===== src/rtl/step_seq.sv =====
// Purpose : sequences the step systolic line through one GF(2) elimination pass
//           (one pivot step per pivot block, then one apply step per later block).
// Latency : go -> first step_start 1 cycle; step_done -> next step_start 2 cycles;
//           last step_done -> finish 2 cycles.
// Backpressure: each step waits indefinitely for step_done; with STEP_SEQ_TIMEOUT_EN
//           defined, a watchdog of TIMEOUT WAIT cycles moves the pass to ERROR.
//
// Ports:
//   clk, rst (async active-low), go (start pass, sampled in IDLE/ERROR),
//   abort (sync return to IDLE), step_done (done from step),
//   step_start (1-cycle start to step), col_block / functionA (step operands),
//   busy, finish (1-cycle pass-complete pulse), step_count (completed steps),
//   error (sticky watchdog flag; constant 0 unless STEP_SEQ_TIMEOUT_EN).
module step_seq #(
    parameter int N = 4,
    parameter int L = 8,
    parameter int K = 16,
    parameter int P = L / N
`ifdef STEP_SEQ_TIMEOUT_EN
    ,
    parameter int TIMEOUT = 64
`endif
) (
    input  logic                          clk,
    input  logic                          rst,
    input  logic                          go,
    input  logic                          abort,
    input  logic                          step_done,
    output logic                          step_start,
    output logic [$clog2(K/N+1)-1:0]      col_block,
    output logic                          functionA,
    output logic                          busy,
    output logic                          finish,
    output logic [$clog2(P*(K/N)+1)-1:0]  step_count,
    output logic                          error
);

    localparam int NB  = K / N;
    localparam int CBW = $clog2(NB + 1);
    localparam int SCW = $clog2(P * NB + 1);

    localparam logic [CBW-1:0] NB_M1 = CBW'(NB - 1);
    localparam logic [CBW-1:0] P_M1  = CBW'(P - 1);

    localparam logic [2:0] S_IDLE    = 3'd0;
    localparam logic [2:0] S_ISSUE   = 3'd1;
    localparam logic [2:0] S_WAIT    = 3'd2;
    localparam logic [2:0] S_ADVANCE = 3'd3;
    localparam logic [2:0] S_FINISH  = 3'd4;
    localparam logic [2:0] S_ERROR   = 3'd5;

    logic [2:0]     state, state_d;
    logic [CBW-1:0] p_q, p_d;
    logic [CBW-1:0] c_q, c_d;
    logic [SCW-1:0] cnt_d;

`ifdef STEP_SEQ_TIMEOUT_EN
    localparam int WDW = $clog2(TIMEOUT + 1);
    localparam logic [WDW-1:0] WD_LAST = WDW'(TIMEOUT - 1);

    logic [WDW-1:0] wd_q;
    logic           wd_trip;

    // wd_q counts WAIT cycles already spent; the TIMEOUT-th WAIT cycle without
    // step_done trips the watchdog.
    assign wd_trip = (wd_q == WD_LAST);

    always_ff @(posedge clk or negedge rst) begin
        if (!rst) begin
            wd_q <= '0;
        end else if (state == S_ISSUE) begin
            wd_q <= '0;
        end else if (state == S_WAIT && !wd_trip) begin
            wd_q <= wd_q + 1'b1;
        end
    end
`endif

    always_comb begin
        state_d = state;
        p_d     = p_q;
        c_d     = c_q;
        cnt_d   = step_count;
        if (abort) begin
            state_d = S_IDLE;
        end else begin
            case (state)
                S_IDLE, S_ERROR: begin
                    // ERROR is only reachable with the watchdog built in
                    if (go) begin
                        p_d     = '0;
                        c_d     = '0;
                        cnt_d   = '0;
                        state_d = S_ISSUE;
                    end
                end
                S_ISSUE: state_d = S_WAIT;
                S_WAIT: begin
                    if (step_done) begin
                        cnt_d   = step_count + 1'b1;
                        state_d = S_ADVANCE;
                    end
`ifdef STEP_SEQ_TIMEOUT_EN
                    else if (wd_trip) begin
                        state_d = S_ERROR;
                    end
`endif
                end
                S_ADVANCE: begin
                    if (c_q < NB_M1) begin
                        c_d     = c_q + 1'b1;
                        state_d = S_ISSUE;
                    end else if (p_q < P_M1) begin
                        // next pivot block starts on its own diagonal block
                        p_d     = p_q + 1'b1;
                        c_d     = p_q + 1'b1;
                        state_d = S_ISSUE;
                    end else begin
                        state_d = S_FINISH;
                    end
                end
                S_FINISH: state_d = S_IDLE;
                default:  state_d = S_IDLE;
            endcase
        end
    end

    // All outputs are registered from the next-state decode so they line up
    // with the state they describe.
    always_ff @(posedge clk or negedge rst) begin
        if (!rst) begin
            state      <= S_IDLE;
            p_q        <= '0;
            c_q        <= '0;
            step_count <= '0;
            step_start <= 1'b0;
            col_block  <= '0;
            functionA  <= 1'b0;
            busy       <= 1'b0;
            finish     <= 1'b0;
        end else begin
            state      <= state_d;
            p_q        <= p_d;
            c_q        <= c_d;
            step_count <= cnt_d;
            step_start <= (state_d == S_ISSUE);
            finish     <= (state_d == S_FINISH);
            busy       <= (state_d == S_ISSUE) || (state_d == S_WAIT) ||
                          (state_d == S_ADVANCE) || (state_d == S_ERROR);
            // step samples functionA for the whole step, so the operands only
            // move when a new step is about to be issued.
            if (state_d == S_ISSUE) begin
                col_block <= c_d;
                functionA <= (c_d == p_d);
            end
        end
    end

`ifdef STEP_SEQ_TIMEOUT_EN
    always_ff @(posedge clk or negedge rst) begin
        if (!rst) begin
            error <= 1'b0;
        end else if (abort) begin
            error <= 1'b0;
        end else if (state == S_WAIT && !step_done && wd_trip) begin
            error <= 1'b1;
        end else if (state == S_ERROR && go) begin
            error <= 1'b0;
        end
    end
`else
    assign error = 1'b0;
`endif

endmodule

===== config.mk =====
export PLATFORM = sky130hd
export DESIGN_NAME = step_seq
export DESIGN_NICKNAME = d
export VERILOG_FILES = /design/src/rtl/step_seq.sv
export SDC_FILE = /design/constraint.sdc
export NUM_CORES = 1
export LEC_CHECK = 0
export BUFFER_PORTS_ARGS = -buffer_cell sky130_fd_sc_hd__buf_2
export CORE_UTILIZATION = 30
export DETAILED_ROUTE_END_ITERATION = 10
export HOLD_SLACK_MARGIN = 0.02
export PLACE_DENSITY = 0.5
export SLEW_MARGIN = 25
export SYNTH_ARGS = -nofsm -noshare
export SYNTH_HDL_FRONTEND = slang
export SYNTH_SLANG_ARGS = --single-unit

===== constraint.sdc =====
create_clock -name clk -period 1.9 [get_ports clk]
set_input_delay 0.38 -clock clk [delete_from_list [all_inputs] [get_ports clk]]
set_output_delay 0.38 -clock clk [all_outputs]
set_load 0.02 [all_outputs]

Yosys cells after proc, flatten, opt, wreduce, memory -nomap -nowiden
Cells that the tools add are included.

Register bits: 20. Output and inout port bits: 12. Word-level logic and storage cells: 53.

Reduce and logical (&&, ||, !) cells: 7. $add $sub $neg: 3. Bitwise gates (word level): 1. $lt $le $gt $ge: 2. Mux-type cells: 19. Eq/ne operators: 12.

Operators with widths (count): 3-bit 2-to-1 mux (13); 3-bit by 2-bit == test with 1-bit output, second input constant (4); 3-bit case mux with 2 select lines (2); 3-bit case mux with 4 select lines (1); 3-bit == test, second input constant (3); 4-bit 2-to-1 mux (2); 4-bit case mux with 2 select lines (1); 3-bit by 1-bit adder with 3-bit output, second input constant (2); 3-bit by 1-bit == test with 1-bit output, second input constant (2); 4-bit by 1-bit adder with 4-bit output, second input constant (1); 2-bit != test, second input constant (2); 4-bit AND reduction (1); 3-bit == test (1); 3-bit zero test (1); 1-bit logical OR (3); 3-bit by 1-bit less-than comparator with 1-bit output, second input constant (1); 3-bit by 2-bit less-than comparator with 1-bit output, second input constant (1); 2-bit nonzero test (1); 2-bit OR reduction (1); 1-bit inverter (1).

Longest topological paths before layout
Gate-level depths: netlist of the first run.

Depth after elaboration: 9. Mapped depth: 6. Gate-level depth less buffers: 6.

Worst setup path after synthesis of the first run
No wires, ideal clock.

Path type: input to register. From: input abort. To: register col_block[2]. Path slack: 0.129 ns. Stages on the path: 6. Data required time: 1.775 ns. Arrival time: 1.647 ns. Cells stage by stage: buf_6 -> or3b_4 -> nor2_1 -> o22ai_2 -> inv_1 -> mux2_2.

Word-level cells in the longest chain between the ends: 2.

Ends and longest elaborated chain: start: declaration (line 27) `input logic abort,`; 3-bit 2-to-1 mux (line 84) `if (abort) begin`; 3-bit by 1-bit == test with 1-bit output (line 152) `if (state_d == S_ISSUE) begin`; end signal: assignment (line 137) `col_block <= '0;`; end signal: assignment (line 153) `col_block <= c_d;`; end: declaration (line 30) `output logic [$clog2(K/N+1)-1:0] col_block,`.

Parallel ways exist; a longest one is shown, timed or not. A chain may end at the register's enable or synchronous reset.

Final worst setup path of the first run
From: register state[1]. To: register functionA.

Word-level cells in the longest chain between the ends: 5.

Ends and longest elaborated chain: start: declaration (line 52) `logic [2:0] state, state_d;`; start signal: assignment (line 142) `state <= state_d;`; 3-bit == test / 3-bit zero test (equally long branches) (line 87) `case (state)`; 2-bit OR reduction (line 87); 3-bit case mux with 4 select lines / 3-bit case mux with 2 select lines (equally long branches) (line 87); 3-bit 2-to-1 mux (line 84); 3-bit by 1-bit == test with 1-bit output / 3-bit == test (equally long branches) (line 152, 154); end signal: assignment (line 154) `functionA <= (c_d == p_d);`; end: declaration (line 31) `output logic functionA,`.

Parallel ways exist; a longest one is shown, timed or not.

==> metrics, run 1 <==
Seq pwr share 0.451; Initial Util 0.317; Die X 61.9 µm; clock share of power 0.298; die area 0.00383 mm²; core area 0.00339 mm²; max_cap viols 0; Clock transition at path regs 120 ps; Syn. warnings 0; H-tree depth 1; Hold Vio Cnt, Final 0; critical path arrival 1980 ps; instance count on the critical path 5; DP Worst Slack 20.2 ps; routed via count 833; Synth Instances 104; R2R Path Start state[1]; DR iter-0 viols 24; crit path kind reg2reg; Min-Delay Path Class in2async; setup_tns 0 ps; unrepaired setup endpoints after global routing no; clk sink count 20; final worst slack 134 ps; Inserted Clock Buffers 3; CP max-delay cell dfrtp_1; Layout area overhead 19.8%; gr ovfl total 0; register area share after synthesis 0.466; Critical Path Start Type flop; Detail Route Antenna Nets 0; final worst-path cycle share 0.930; Clock Path Buffers 2; Ant. Diodes 0; Post-DP HPWL 1610 µm; worst r2r dst functionA; maximum VDD drop 0.415 mV; status completed; vias in the first global route 831; cells on worst reg2reg path 5; synthesized area per cell 10.3 µm²; pins over their slew limit 0; Non-Filler Instances 172; largest net degree at the start of global routing 21; worst-skew pair later-pin latency 300 ps; Critical Path Fanout Max 8; DRT Pass-1 Iters 4; DP Cell Count 168; CP endpoint kind flop; CP top delay family compound AO/OA/AOI/OAI gates; Comb pwr share 0.251; fillers 341; synthesized cell area 0.00107 mm²; Vias/cell 4.84; first-pass GRT wire length 3570 µm; worst-path cell chain or3b_4, o22a_4, o22ai_4, xnor2_1, o41ai_2; layout cells sized above 1 0.278; sw frac 0.304; Tmin final 1770 ps; Syn Nets 112; critical path buffer and inverter count 0; Final setup viols 0; FP Rows 21; WL final 2080 µm; Cell Pwr Density 914 mW/mm²; nets 135; synth unique cells 38; Data required, critical path 2110 ps; final hold slack 5.93 ps; CTS root buffer clkbuf_4; CTS tree built; wire length per cell 12.1 µm; Power Internal 819 µW; fmax 0.566 GHz; Post-route DRC 0; max incr delay on CP 480 ps; Psw 358 µW; PortBufs 15; antenna violations before repair 0; Yosys reg bits 20; Leak 0.000678 µW; RePlAce Congestion 0.803; die height 61.9 µm; cts hold-fix bufs 0; All-Layer GR Usage 0.128; num ports 17; flop2flop setup slack 130 ps; Clock Skews 3.26 ps; Tot Pwr 1180 µW
==> layout make-up <==
type,count,area [µm²],area share
Sequential cell,20,500,0.389
Inverter,4,15.0,0.0117
Multi-Input combinational cell,77,542,0.421
Clock inverter,1,30.0,0.0233
Tap cell,46,57.6,0.0447
Clock buffer,3,22.5,0.0175
Timing Repair Buffer,21,120,0.0933
==> synthesized netlist by cell type (all sizes together) <==
cell	count	area [µm²]
a22o	1	8.76
nor2	11	41.3
nand3b	1	7.51
o21bai	1	7.51
or3	1	6.26
or3b	1	11.3
o21ai	6	30.0
nor3	3	15.0
nand2b	6	37.5
and4bb	1	12.5
a21o	3	22.5
nand2	6	22.5
nand4	1	6.26
conb	1	3.75
a41oi	2	17.5
nand3	2	10.0
o41ai	1	16.3
a31oi	2	12.5
mux2i	1	10.0
and2	1	6.26
xnor2	1	8.76
o22ai	2	32.5
a21boi	2	15.0
inv	4	15.0
nor3b	1	7.51
buf	3	23.8
dfrtp	20	500
xor2	5	43.8
nor2b	1	6.26
mux2	2	22.5
ha	3	37.5
a21oi	6	30.0
o22a	2	26.3
==> worst max path at each step <==
stage          slack [ps]      from      endpoint
2_1_floorplan         130     abort  col_block[2]
3_3_place_gp           70     abort     functionA
3_5_place_dp           20     abort  col_block[2]
4_1_cts                70  state[1]  col_block[2]
5_1_grt                10    c_q[0]     functionA
6_report              130  state[1]     functionA
==> through the flow <==
stage / area [µm²] / utilization
2_1_floorplan: 1070 / -
3_3_place_gp: 1230 / 0.362
3_5_place_dp: 1230 / 0.362
4_1_cts: 1280 / 0.378
5_1_grt: 1290 / 0.380
6_report: 1290 / 0.380
==> cell families after synthesis <==
kind of cell    count (synthesis)  synth area share
xor+xnor                        6            0.0489
flops                          20             0.466
other cells                     1           0.00349
buf+inv                         7            0.0361
mux                             3            0.0303
compound gates                 28             0.204
fa+ha+maj                       3            0.0349
simple gates                   36             0.177
==> layout by cell type (no fill, tap or decap), types with 2 or more instances in the layout <==
| master | synthesis | layout |
|---|---|---|
| dfrtp_1 | 20 | 20 |
| buf_2 | 1 | 15 |
| nor2_1 | 11 | 10 |
| a21oi_1 | 6 | 6 |
| nand2b_1 | 6 | 6 |
| nand2_1 | 6 | 6 |
| buf_4 | 1 | 6 |
| o21ai_0 | 6 | 5 |
| xor2_1 | 5 | 5 |
| inv_1 | 4 | 4 |
| nor3_1 | 3 | 3 |
| a21o_1 | 3 | 3 |
| ha_1 | 3 | 3 |
| clkbuf_4 | 0 | 3 |
| nand3_1 | 2 | 2 |
| a41oi_1 | 2 | 2 |
| a31oi_1 | 2 | 2 |
| mux2_2 | 2 | 2 |
==> timing repair <==
item / in CTS / in global routing
endpoints found under the setup margin: 0 / 2
setup buffers: 0 / 0
resized for setup: 0 / 3
==> metal layers <==
metal  vias up  part of all wire  global-route usage
met5         -                 0                   0
met4         0            0.0067              0.0381
met3         2             0.037              0.0248
met2        18              0.46               0.221
met1       401              0.50               0.162
li1        412                 -                   -
==> registers in the layout (all words and copies together) (netlist names) <==
name,cells
step_count,4
c_q,3
col_block,3
p_q,3
state,3
busy,1
finish,1
functionA,1
step_start,1
==> power groups by stage <==
| stage | Clock [µW] | Combinational (µW) | Sequential [µW] |
|---|---|---|---|
| final | 350 | 296 | 531 |
| after detailed placement | 0 | 296 | 541 |
| after CTS | 358 | 298 | 532 |
| after global routing | 371 | 329 | 542 |
| after floorplan | 0 | 174 | 574 |
| after global placement | 0 | 296 | 538 |
No activity file was read; power rests on OpenSTA's default activity.
==> run 2, diff against run 1 <==
--- a/config.mk
+++ b/config.mk
@@ -5,11 +5,12 @@
 export SDC_FILE = /design/constraint.sdc
 export NUM_CORES = 1
 export LEC_CHECK = 0
+export ABC_AREA = 1
 export BUFFER_PORTS_ARGS = -buffer_cell sky130_fd_sc_hd__buf_2
 export CORE_UTILIZATION = 30
 export DETAILED_ROUTE_END_ITERATION = 10
 export HOLD_SLACK_MARGIN = 0.02
-export PLACE_DENSITY = 0.5
+export PLACE_DENSITY = 0.49
 export SLEW_MARGIN = 25
 export SYNTH_ARGS = -nofsm -noshare
 export SYNTH_HDL_FRONTEND = slang
==> metrics, run 2 <==
status completed (unchanged); routed via count 970 (was 833); PortBufs 15 (unchanged); FP Rows 22 (was 21); die area 0.00405 mm² (was 0.00383 mm²); layout cells sized above 1 0.190 (was 0.278); Post-route DRC 0 (unchanged); async set-reset flop share out of synthesis 1.00 (unchanged); DRT Pass-1 Iters 4 (unchanged); worst-skew pair later-pin latency 260 ps (was 300 ps); wire length per cell 10.4 µm (was 12.1 µm); top cell type by total area after synthesis dfrtp_1 (unchanged); Top FF cell, synth dfrtp_1 (unchanged); Inserted Clock Buffers 3 (unchanged); Synth Instances 152 (was 104); M3 GR Usage 0.0217 (was 0.0248); crit path kind reg2reg (unchanged); flop2flop setup slack 270 ps (was 130 ps); largest family of logic cells by synthesized area simple AND/OR/NAND/NOR gates (was compound AO/OA/AOI/OAI gates); fillers 394 (was 341); CTS tree built (unchanged); Syn Nets 160 (was 112); setup fix buffers added after clock tree synthesis 0 (unchanged); synthesized area per cell 7.51 µm² (was 10.3 µm²); core area 0.00366 mm² (was 0.00339 mm²); Post-DP Area 0.00126 mm² (was 0.00123 mm²); synthesized cell area 0.00114 mm² (was 0.00107 mm²); top cells by count, synth nand2_1, dfrtp_1, inv_1, nand3_1, nor2_1 (was dfrtp_1, nor2_1); Critical Path Fanout Max 4 (was 8); EDFF count, synth 0 (unchanged); nets 178 (was 135); Syn. warnings 0 (unchanged); Layout area overhead 14.1% (was 19.8%); max_cap viols 0 (unchanged); critical path arrival 1830 ps (was 1980 ps); gr ovfl total 0 (unchanged); post-route cell area 0.00130 mm² (was 0.00129 mm²); Yosys reg bits 20 (unchanged); Data required, critical path 2100 ps (was 2110 ps); CP endpoint kind flop (unchanged); WL final 2240 µm (was 2080 µm); synth top area cells dfrtp_1, nand2_1, nand3_1, inv_1, nor2_1 (was dfrtp_1, xor2_1, nor2_1, ha_1, nand2b_1); pins over their slew limit 0 (unchanged); Tmin final 1630 ps (was 1770 ps); global-route met1 utilization 0.163 (was 0.162); vias in the first global route 912 (was 831); synth unique cells 27 (was 38); multiplexer share of the synthesized area 0 (was 0.0303); Hold Vio Cnt, Final 0 (unchanged); All-Layer GR Usage 0.126 (was 0.128); unrepaired setup endpoints after global routing no (unchanged); Synth Area in Adders 0.0329 (was 0.0349); Non-Filler Instances 216 (was 172); critical path capture point functionA (unchanged); Vias/cell 4.49 (was 4.84); CTS root buffer clkbuf_8 (was clkbuf_4); RePlAce Congestion 0.868 (was 0.803); Detail Route Antenna Nets 0 (unchanged); final worst-path cycle share 0.856 (was 0.930); # resized after CTS 0 (unchanged); Critical Path Start Type flop (unchanged); H-tree depth 1 (unchanged); most frequent cells in the layout nand2_1, inv_1, dfrtp_1, nand3_1, buf_2 (was dfrtp_1, buf_2, nor2_1); Global Route met2 Usage 0.197 (was 0.221); fmax 0.615 GHz (was 0.566 GHz); antenna violations before repair 0 (unchanged); register area share after synthesis 0.439 (was 0.466); R2R Path Start p_q[2] (was state[1]); Post-Synth XOR/XNOR Area 0.00768 (was 0.0489); GR peak layer met2 (unchanged); worst r2r dst functionA (unchanged); Initial Util 0.312 (was 0.317); Leak 0.000710 µW (was 0.000678 µW); Critical Path Source p_q[2] (was state[1]); Synth top area share 0.439 (was 0.466); Compound-Gate Fraction of Synth Area 0.0658 (was 0.204); Post-DP HPWL 1750 µm (was 1610 µm); commonest non-fill, non-tap cell in the layout nand2_1 (was dfrtp_1); register bank with the most flops step_count (unchanged); clk sink count 20 (unchanged); DP Cell Count 213 (was 168); Clock Skews 4.37 ps (was 3.26 ps); Tot Pwr 1040 µW (was 1180 µW); maximum VDD drop 0.438 mV (was 0.415 mV); max reg flops 4 (unchanged); DR iter-0 viols 39 (was 24); Clock transition at path regs 70 ps (was 120 ps); most numerous cell in the Yosys netlist nand2_1 (was dfrtp_1); cells on worst reg2reg path 11 (was 5); Ant. Diodes 0 (unchanged); die height 63.7 µm (was 61.9 µm); first-pass GRT wire length 3910 µm (was 3570 µm); Clock Path Buffers 2 (unchanged); largest net degree at the start of global routing 21 (unchanged); setup_tns 0 ps (unchanged); Min-Delay Path Class in2async (unchanged); Final setup viols 0 (unchanged); cts hold-fix bufs 0 (unchanged); Die X 63.7 µm (was 61.9 µm); Cell Pwr Density 798 mW/mm² (was 914 mW/mm²); Post-Synth Simple-Gate Area 0.365 (was 0.177); num ports 17 (unchanged)
==> run 2: changes by cell type in the layout (fill, tap and decap cells not counted), moves of 4 or more <==
cell and change:
buf_4 -6, inv_1 +16, nand2_1 +40, nand2_2 +5, nand2b_1 -6, nand3_1 +14
o21ai_0 -4, xor2_1 -4
==> run 2: worst min path at each step <==
stage / from / endpoint / slack, ps
4_1_cts: rst / c_q[2] / 80
3_3_place_gp: rst / busy / 360
5_1_grt: rst / busy / 100
2_1_floorplan: rst / busy / 80
3_5_place_dp: rst / busy / 360
6_report: rst / c_q[2] / 60
==> run 2: through the flow <==
step | setup WS, ps | hold WS, ps | utilization
final | 273 | 62.2 | 0.356
after global routing | 120 | 102 | 0.356
after CTS | 292 | 80.7 | 0.356
after detailed placement | 234 | 363 | 0.344
after global placement | 231 | 358 | 0.344
after floorplan | 535 | 84.4 | -
==> run 2: logic make-up (layout without fill, tap and decap cells) <==
family | count (synthesis) | count (layout)
AOI/OAI and AO/OA | 13 | 13
xor gates and xnor gates | 1 | 1
adders and majority gates | 3 | 3
buffers and inverters | 24 | 40
DFF | 20 | 20
other | 1 | 1
and+or+nand+nor | 90 | 90
==> run 2: area by class of cell <==
class | count | area, µm² | share of cell area
well taps | 48 | 60.1 | 0.0461
multi-input cells | 108 | 542 | 0.416
repair buffers | 15 | 75.1 | 0.0576
inverters | 22 | 83.8 | 0.0644
flip-flops and latches | 20 | 500 | 0.384
clock buffers | 3 | 41.3 | 0.0317
==> run 2: worst max-delay path: stages, from the launching register on <==
cell	delay (ps)
dfrtp_1	420
nor2_2	170
nand2_2	100
nand2_1	150
nand2_1	80
nand3_1	120
nand3_2	100
nor2_4	150
nand2_1	70
nor2_1	90
nand2_1	60
nand2_1	60
==> run 2: per-layer routing <==
layer | share of wire | up-vias
met5 | 0 | -
met4 | 0.016 | 0
met3 | 0.033 | 4
met2 | 0.44 | 22
met1 | 0.51 | 433
li1 | - | 511
==> run 2: where the power goes <==
group	total (µW)	switching (µW)	internal, µW
Clock	276	135	141
Sequential	508	37.1	471
Combinational	256	176	80.0
Total	1040	348	692
